`config.mk`:
```
export PLATFORM = sky130hd
export DESIGN_NAME = cnn_requant_writer
export DESIGN_NICKNAME = d
export VERILOG_FILES = /design/src/rtl/cnn_requant_writer.sv
export SDC_FILE = /design/constraint.sdc
export NUM_CORES = 2
export LEC_CHECK = 0
export ABC_AREA = 1
export CAP_MARGIN = 20
export CORE_UTILIZATION = 33
export CTS_BUF_LIST = sky130_fd_sc_hd__clkbuf_4 sky130_fd_sc_hd__clkbuf_8
export CTS_CLUSTER_DIAMETER = 40
export CTS_CLUSTER_SIZE = 24
export DETAILED_ROUTE_END_ITERATION = 16
export PLACE_DENSITY = 0.56
export SLEW_MARGIN = 20
export SYNTH_ARGS = -nofsm -noshare
export SYNTH_HDL_FRONTEND = slang
export SYNTH_SLANG_ARGS = --single-unit
```
`constraint.sdc`:
```
create_clock -name clk -period 20.5 [get_ports clk]
set_input_delay 2.05 -clock clk [delete_from_list [all_inputs] [get_ports clk]]
set_output_delay 2.05 -clock clk [all_outputs]
set_load 0.05 [all_outputs]
```
`src/rtl/cnn_requant_writer.sv`:
```
// Requantizes signed 32-bit accumulators to int8, packs four per word and
// writes the packed words over a single-beat Wishbone master port.
module cnn_requant_writer #(
    parameter int ADDR_W = 30,
    parameter int CNT_W  = 16
) (
    input  logic              clk,
    input  logic              reset,
    input  logic              start,
    input  logic [ADDR_W-1:0] cfg_base_adr,
    input  logic [31:0]       cfg_bias,
    input  logic [31:0]       cfg_mult,
    input  logic [4:0]        cfg_shift,
    input  logic [8:0]        cfg_out_offset,
    input  logic              acc_valid,
    output logic              acc_ready,
    input  logic [31:0]       acc_data,
    input  logic              acc_last,
    output logic [ADDR_W-1:0] cfu_ram_adr,
    output logic [31:0]       cfu_ram_dat_mosi,
    output logic [3:0]        cfu_ram_sel,
    output logic              cfu_ram_cyc,
    output logic              cfu_ram_stb,
    output logic              cfu_ram_we,
    output logic [2:0]        cfu_ram_cti,
    output logic [1:0]        cfu_ram_bte,
    input  logic [31:0]       cfu_ram_dat_miso,
    input  logic              cfu_ram_ack,
    input  logic              cfu_ram_err,
    output logic              busy,
    output logic              done,
    output logic              err_flag,
    output logic [CNT_W-1:0]  words_written
);

    typedef enum logic [1:0] {
        ST_IDLE   = 2'd0,
        ST_WAIT   = 2'd1,
        ST_FINISH = 2'd2
    } state_t;

    // Q31 multiply with round-half-up, optional rounding shift, offset, int8 saturation.
    function automatic logic [7:0] requant(input logic [31:0] s1, input logic [31:0] mult,
                                           input logic [4:0] shift, input logic [8:0] offset);
        logic signed [63:0] prod;
        logic signed [63:0] prod_rnd;
        logic signed [31:0] h;
        logic signed [31:0] t;
        logic signed [31:0] r;
        logic signed [32:0] o;
        prod     = $signed({{32{s1[31]}}, s1}) * $signed({{32{mult[31]}}, mult});
        prod_rnd = prod + 64'sd1073741824;
        h        = prod_rnd[62:31];
        if (shift != 5'd0) begin
            t = h + (32'sd1 <<< (shift - 5'd1));
            r = t >>> shift;
        end else begin
            t = h;
            r = h;
        end
        o = {r[31], r} + {{24{offset[8]}}, offset};
        if (o > 33'sd127) begin
            requant = 8'h7F;
        end else if (o < -33'sd128) begin
            requant = 8'h80;
        end else begin
            requant = o[7:0];
        end
    endfunction

    state_t              state_r, state_next_s;
    logic                busy_r, done_r, err_flag_r, last_accepted_r, cyc_r;
    logic [CNT_W-1:0]    words_r;
    logic [ADDR_W-1:0]   ptr_r;
    logic                s1_valid_r, s1_last_r, s2_valid_r, s2_last_r;
    logic [31:0]         s1_data_r;
    logic [7:0]          s2_byte_r;
    logic [1:0]          idx_r;
    logic [31:0]         pack_data_r, merged_data_s, wbuf_data_r;
    logic [3:0]          pack_sel_r, merged_sel_s, wbuf_sel_r;
    logic                wbuf_full_r, wbuf_last_r;
    logic                start_s, acc_fire_s, completes_s, stall_s, wbuf_load_s, retire_s;
    logic                unused_miso_s;

    assign unused_miso_s = ^cfu_ram_dat_miso;
    assign start_s       = start & ~busy_r;
    assign acc_ready     = busy_r & ~wbuf_full_r & ~last_accepted_r;
    assign acc_fire_s    = acc_valid & acc_ready;
    assign completes_s   = s2_valid_r & ((idx_r == 2'd3) | s2_last_r);
    assign stall_s       = wbuf_full_r & completes_s;
    assign wbuf_load_s   = completes_s & ~wbuf_full_r;
    assign retire_s      = (state_r == ST_WAIT) & (cfu_ram_ack | cfu_ram_err);

    // Merge the stage-2 byte into the partially filled word at the current lane.
    always_comb begin
        merged_data_s = pack_data_r;
        merged_sel_s  = pack_sel_r;
        case (idx_r)
            2'd0:    begin merged_data_s[7:0]   = s2_byte_r; merged_sel_s[0] = 1'b1; end
            2'd1:    begin merged_data_s[15:8]  = s2_byte_r; merged_sel_s[1] = 1'b1; end
            2'd2:    begin merged_data_s[23:16] = s2_byte_r; merged_sel_s[2] = 1'b1; end
            2'd3:    begin merged_data_s[31:24] = s2_byte_r; merged_sel_s[3] = 1'b1; end
            default: begin merged_data_s = pack_data_r; merged_sel_s = pack_sel_r; end
        endcase
    end

    // Write FSM next state; the bus request is raised on the edge the buffer loads.
    always_comb begin
        state_next_s = state_r;
        case (state_r)
            ST_IDLE: begin
                if (wbuf_full_r | wbuf_load_s) begin
                    state_next_s = ST_WAIT;
                end else begin
                    state_next_s = ST_IDLE;
                end
            end
            ST_WAIT: begin
                if (retire_s) begin
                    if (wbuf_last_r) begin
                        state_next_s = ST_FINISH;
                    end else begin
                        state_next_s = ST_IDLE;
                    end
                end else begin
                    state_next_s = ST_WAIT;
                end
            end
            ST_FINISH: state_next_s = ST_IDLE;
            default:   state_next_s = ST_IDLE;
        endcase
    end

    // FSM state and registered bus/done strobes.
    always_ff @(posedge clk or negedge reset) begin
        if (!reset) begin
            state_r <= ST_IDLE;
            cyc_r   <= 1'b0;
            done_r  <= 1'b0;
        end else begin
            state_r <= state_next_s;
            cyc_r   <= (state_next_s == ST_WAIT);
            done_r  <= (state_next_s == ST_FINISH);
        end
    end

    // Job control: pointer, retire counter, sticky error and busy.
    always_ff @(posedge clk or negedge reset) begin
        if (!reset) begin
            busy_r          <= 1'b0;
            ptr_r           <= '0;
            words_r         <= '0;
            err_flag_r      <= 1'b0;
            last_accepted_r <= 1'b0;
        end else if (start_s) begin
            busy_r          <= 1'b1;
            ptr_r           <= cfg_base_adr;
            words_r         <= '0;
            err_flag_r      <= 1'b0;
            last_accepted_r <= 1'b0;
        end else begin
            if (state_r == ST_FINISH) begin
                busy_r <= 1'b0;
            end
            if (acc_fire_s && acc_last) begin
                last_accepted_r <= 1'b1;
            end
            if (retire_s) begin
                ptr_r   <= ptr_r + ADDR_W'(1);
                words_r <= words_r + CNT_W'(1);
                if (cfu_ram_err) begin
                    err_flag_r <= 1'b1;
                end
            end
        end
    end

    // Two-stage arithmetic pipeline; holds while a completing word waits on the buffer.
    always_ff @(posedge clk or negedge reset) begin
        if (!reset) begin
            s1_valid_r <= 1'b0;
            s1_last_r  <= 1'b0;
            s1_data_r  <= 32'd0;
            s2_valid_r <= 1'b0;
            s2_last_r  <= 1'b0;
            s2_byte_r  <= 8'd0;
        end else if (!stall_s) begin
            s1_valid_r <= acc_fire_s;
            if (acc_fire_s) begin
                s1_data_r <= acc_data + cfg_bias;
                s1_last_r <= acc_last;
            end
            s2_valid_r <= s1_valid_r;
            if (s1_valid_r) begin
                s2_byte_r <= requant(s1_data_r, cfg_mult, cfg_shift, cfg_out_offset);
                s2_last_r <= s1_last_r;
            end
        end
    end

    // Lane packer and one-entry write buffer.
    always_ff @(posedge clk or negedge reset) begin
        if (!reset) begin
            idx_r       <= 2'd0;
            pack_data_r <= 32'd0;
            pack_sel_r  <= 4'd0;
            wbuf_full_r <= 1'b0;
            wbuf_last_r <= 1'b0;
            wbuf_data_r <= 32'd0;
            wbuf_sel_r  <= 4'd0;
        end else if (start_s) begin
            idx_r       <= 2'd0;
            pack_data_r <= 32'd0;
            pack_sel_r  <= 4'd0;
        end else begin
            if (s2_valid_r && !stall_s) begin
                if (completes_s) begin
                    idx_r       <= 2'd0;
                    pack_data_r <= 32'd0;
                    pack_sel_r  <= 4'd0;
                end else begin
                    idx_r       <= idx_r + 2'd1;
                    pack_data_r <= merged_data_s;
                    pack_sel_r  <= merged_sel_s;
                end
            end
            if (wbuf_load_s) begin
                wbuf_full_r <= 1'b1;
                wbuf_data_r <= merged_data_s;
                wbuf_sel_r  <= merged_sel_s;
                wbuf_last_r <= s2_last_r;
            end else if (retire_s) begin
                wbuf_full_r <= 1'b0;
            end
        end
    end

    assign cfu_ram_adr      = ptr_r;
    assign cfu_ram_dat_mosi = wbuf_data_r;
    assign cfu_ram_sel      = wbuf_sel_r;
    assign cfu_ram_cyc      = cyc_r;
    assign cfu_ram_stb      = cyc_r;
    assign cfu_ram_we       = cyc_r;
    assign cfu_ram_cti      = 3'd0;
    assign cfu_ram_bte      = 2'd0;
    assign busy             = busy_r;
    assign done             = done_r;
    assign err_flag         = err_flag_r;
    assign words_written    = words_r;

endmodule

```
# == Word level (Yosys, flattened, before mapping) ==
# Cells that the tools add are included.
# totals
ff_bits,173
input_bits,179
output_inout_bits,94
elab_cells,113
# op_classes
n_addsub,8
n_mul,1
n_lt_le_gt_ge,2
eq_ne,7
shift,2
mux,39
bitwise,16
reduce_logical,17
# op_table
op,count
32-bit two-way mux,6
32-bit adder,2
"63-bit by 32-bit adder with 63-bit output, second input constant",1
32-bit by 32-bit multiplier with 63-bit output,1
30-bit two-way mux,2
8-bit two-way mux,6
32-bit by 9-bit adder with 33-bit output,1
"33-bit by 8-bit greater-than comparator with 1-bit output, second input constant",1
"33-bit by 8-bit less-than comparator with 1-bit output, second input constant",1
16-bit two-way mux,2
"2-bit by 5-bit <<< shifter with 32-bit output, first input constant",1
32-bit by 5-bit >>> shifter with 32-bit output,1
"30-bit by 1-bit adder with 30-bit output, second input constant",1
"16-bit by 1-bit adder with 16-bit output, second input constant",1
1-bit two-way mux,14
4-bit two-way mux,3
2-bit nonzero test,6
2-bit two-way mux,5
2-bit AND reduction,5
1-bit bitwise AND,8
"2-bit == test, second input constant",4
"2-bit by 1-bit == test with 1-bit output, second input constant",3
1-bit NOT,5
5-bit nonzero test,1
7 further kinds,11

# == Depth between registers and ports, before layout ==
# depth
ltp_word,11
depth_mapped,77
ltp_nobuf,75

# == Worst setup path before layout ==
# OpenSTA, ideal clock, no wires.
# synth_path
path_kind,input to register
from,input port cfg_mult[6]
to,register s2_byte_r[2]
setup_time_ps,116
arrival_time_ps,12629
t_required_ps,20384
setup_slack_ps,7754
path_stages,60
path_buffers,1
path_cell_list,clkbuf_1 -> nand2_1 -> inv_1 -> fa_1 -> fa_1 -> inv_1 -> fa_1 -> fa_1 -> inv_1 -> fa_1 -> inv_1 -> fa_1 -> inv_1 -> fa_1 -> inv_1 -> fa_1 -> inv_1 -> ha_1 -> (+24 left out) -> fa_1 -> nand3_1 -> nand2_1 -> a21oi_2 -> o21ai_4 -> nand2_1 -> nand2_2 -> nand2_1 -> nand2_1 -> xor2_1 -> nand2_1 -> nand3b_1 -> nor2_1 -> o211ai_2 -> nand3_2 -> nand2_1 -> nand2_1 -> nand2_1
# synth_between
elab_chain_len,11
word_cells_on_any_way,12
cone_classes,add/sub: 3; mul: 1; order compare: 2; shift: 1; mux: 5
# synth_lines
element,line,text
from (decl),12,"input logic [31:0] cfg_mult,"
32-bit by 32-bit multiplier with 63-bit output (*),51,"prod = $signed({{32{s1[31]}}, s1}) * $signed({{32{mult[31]}}, mult});"
63-bit by 32-bit adder with 63-bit output (*),52,prod_rnd = prod + 64'sd1073741824;
32-bit adder,55,t = h + (32'sd1 <<< (shift - 5'd1));
32-bit by 5-bit >>> shifter with 32-bit output,56,r = t >>> shift;
32-bit two-way mux (*),54,if (shift != 5'd0) begin
32-bit two-way mux (*),194,if (s1_valid_r) begin
32-bit two-way mux (*),187,end else if (!stall_s) begin
32-bit by 9-bit adder with 33-bit output (*),61,"o = {r[31], r} + {{24{offset[8]}}, offset};"
33-bit by 8-bit less-than comparator with 1-bit output,64,end else if (o < -33'sd128) begin
8-bit two-way mux,64,
8-bit two-way mux (*),62,if (o > 33'sd127) begin
to (signal assigned),195,"s2_byte_r <= requant(s1_data_r, cfg_mult, cfg_shift, cfg_out_offset);"
to (decl),77,logic [7:0] s2_byte_r;
# Mark *: on every way between the ends. The rest lies on a longest branch, timed or not. The select of a mux whose other input is x is not followed.
# A chain may end at the register's enable or synchronous reset.

# == Worst setup path after layout ==
# layout_path
from,input port cfg_mult[2]
to,register s2_byte_r[0]
# Same word-level chain as after synthesis.

==> out/results.ini <==
[cells_and_area]
multi_input_area_um2 = 39900
final_common_cell = inv_1
drive_gt1_frac = 0.0292
mostFrequentLayoutCells = 2001 x inv_1, 1862 x nand2_1, 1076 x fa_1
fillers = 16836
area_growth_pct = 9.08
fin_nets = 8675
ff_latch_area_um2 = 4330

[floorplanning]
initial_core_util = 0.333
io_pins = 273
rows = 146
die_h_um = 402
dieArea_um2 = 162000
chipWidth_um = 402
core_area_um2 = 159000

[routing]
vias = 43851
wl_met2_um = 78500
viasPerCell = 4.75
antenna_left = 0
routedWlPerCell_um = 16.9
wl_met3_um = 6470
drc_errors = 0
drt_first_pass_iters = 5
postRouteWirelength_um = 156000
m1WireLength_um = 67200
top_layer = met4
drtIter0Drc = 2698

[clock_network]
cts_buffers = 17
htreeDepth = 4
post_cts_buffers = 0
clk_pin_slew_ns = 0.12
clockBufferDepth = 2
ctsHoldBuffers = 0
cts_root_buf = clkbuf_8
clock_latency_ns = 0.59
post_cts_resized = 0
cts.sinks = 173
cts_tree = yes

[timing]
max_freq_mhz = 65.4
worstMarginPinSlew_ns = 1.09
post-route-min-period_ns = 15.29
maxSlewHeadroom = 0.273
drv_slew = 0
setup_viol = 0
timing.final.crit_share = 0.746
rsz0062_at_grt = false
hold_viol = 0
finalSetupTns_ns = 0
skew_ns = 0.0443

[grt]
grt_usage = 0.200
grt_pass1_wl_um = 255000
grt_max_degree = 74
overflow = 0
antenna_found_initial = 6
first_global_vias = 46821

[setup_path]
reg2reg_from = s1_data_r[6]$_DFFE_PN0P_
r2r_setup_slack_ns = 6.71
cpMaxStageDelayCell = fa_1
cp_max_fo = 32
slowest_delay_ns = 0.70
reg2reg_depth = 61
critPathCaptureType = flip-flop
arrival_ns = 15.76
startpoint_type = primary input
crit_type = in -> reg
r2r_end = s2_byte_r[0]$_DFFE_PN0P_
worst_path_most_repeated_cell = nand2_1
crit_required_ns = 20.97

[synthesis]
yosysWarnings = 0
ys_seq_area_frac = 0.0818
synth_fa_ha_area_frac = 0.472
syn-cell-area_um2 = 52900
synth.area.mux_share = 0.000568
synth_ff_type = dfrtp_1
async_flop_share = 1.00
avgSynthCellArea_um2 = 7.44
yosys.area_share.simple = 0.197
synth_top_family_by_area = adder cells
synth_compound_area_frac = 0.0639
netlist_instances = 7111
synth-xor-area-share = 0.0195
synth_edf_count = 0
yosys.cell_types.count = 67
ys_ff_latch = 173

[run]
drv_cap = 0

[placement]
io_buffers = 235
place_congestion = 0.925
dpl.hpwl_um = 128000

[worst_hold_path]
holdPathEnd = words_written[15]$_DFFE_PN0P_
hp-start = words_written[15]$_DFFE_PN0P_
min_path_cells = 1
hp-class = reg -> reg

[status]
status = complete, no violations

-- state kept, by name, summed over array words and instances (netlist names), 2 cells and up --
signal and count:
s1_data_r 32, cfu_ram_dat_mosi 32, pack_sel_r 4, words_written 16
cfu_ram_sel 4, s2_byte_r 8, cfu_ram_adr 30, pack_data_r 32
state_r 2, idx_r 2
-- layout make-up --
cell class / instances / area share
multi-input cells: 4624 / 0.691
inverters: 2016 / 0.131
flip-flops and latches: 173 / 0.0750
repair buffers: 312 / 0.0503
well taps: 2072 / 0.0449
clock buffers: 17 / 0.00405
clock inverters: 15 / 0.00364
diodes: 5 / 0.000217
-- Yosys cell counts, types with 13 or more instances --
library cell	count	area (µm²)
a21o_1	23	173
a21oi_1	221	1110
a31oi_1	19	119
buf_2	13	65.1
clkbuf_1	275	1030
dfrtp_1	173	4330
fa_1	1076	21500
ha_1	276	3450
inv_1	2003	7520
nand2_1	1863	6990
nand3_1	252	1260
nand3b_1	14	105
nand4_1	30	188
nor2_1	279	1050
nor3_1	36	180
o21ai_0	199	996
o21ai_1	14	70.1
o22ai_1	33	206
or2_2	22	138
xnor2_1	48	420
xor2_1	66	578
-- worst max-delay path, delay by kind of cell --
family                   cells  cell delay (ns)
adder cells (fa/ha/maj)     11             5.47
AND/OR/NAND/NOR             29             3.86
buffers and inverters       13             2.22
AO/OA/AOI/OAI               10             2.09
-- worst max path at each step --
stage,depth (start not counted),start,to
floorplan,60,cfg_mult[6],s2_byte_r[2]$_DFFE_PN0P_
global placement,65,cfg_mult[2],s2_byte_r[4]$_DFFE_PN0P_
detailed placement,65,cfg_mult[2],s2_byte_r[4]$_DFFE_PN0P_
CTS,65,cfg_mult[2],s2_byte_r[2]$_DFFE_PN0P_
global route,65,cfg_mult[2],s2_byte_r[2]$_DFFE_PN0P_
finish,63,cfg_mult[2],s2_byte_r[0]$_DFFE_PN0P_
-- stage by stage --
step	cell area [µm²]	util	hold WS [ns]	instances	worst slack, ns
after CTS	57700	0.363	0.493	9229	5.32
after global placement	57300	0.361	0.458	9197	4.74
after detailed placement	57300	0.361	0.467	9197	4.69
after global routing	57700	0.364	0.523	9232	4.24
final	57700	0.364	0.483	9234	5.21
after floorplan	52900	-	0.445	7115	7.75
-- per-layer routing --
| layer | vias up | global-route usage |
|---|---|---|
| met5 | - | 0 |
| met4 | 0 | 0.0558 |
| met3 | 175 | 0.0179 |
| met2 | 992 | 0.353 |
| met1 | 22101 | 0.260 |
| li1 | 20583 | - |
-- logic make-up (layout without fill, tap and decap cells) --
group                    Yosys count  count (layout)
AO/OA/AOI/OAI                    594             594
flip-flops                       173             173
AND/OR/NAND/NOR                 2554            2554
adder cells (fa/ha/maj)         1352            1352
buffers and inverters           2318            2360
XOR/XNOR                         116             116
multiplexers                       3               3
other                              1              10
Power is not shown: default switching activity piles up to over one toggle a cycle in this logic, so the estimate is an artifact.
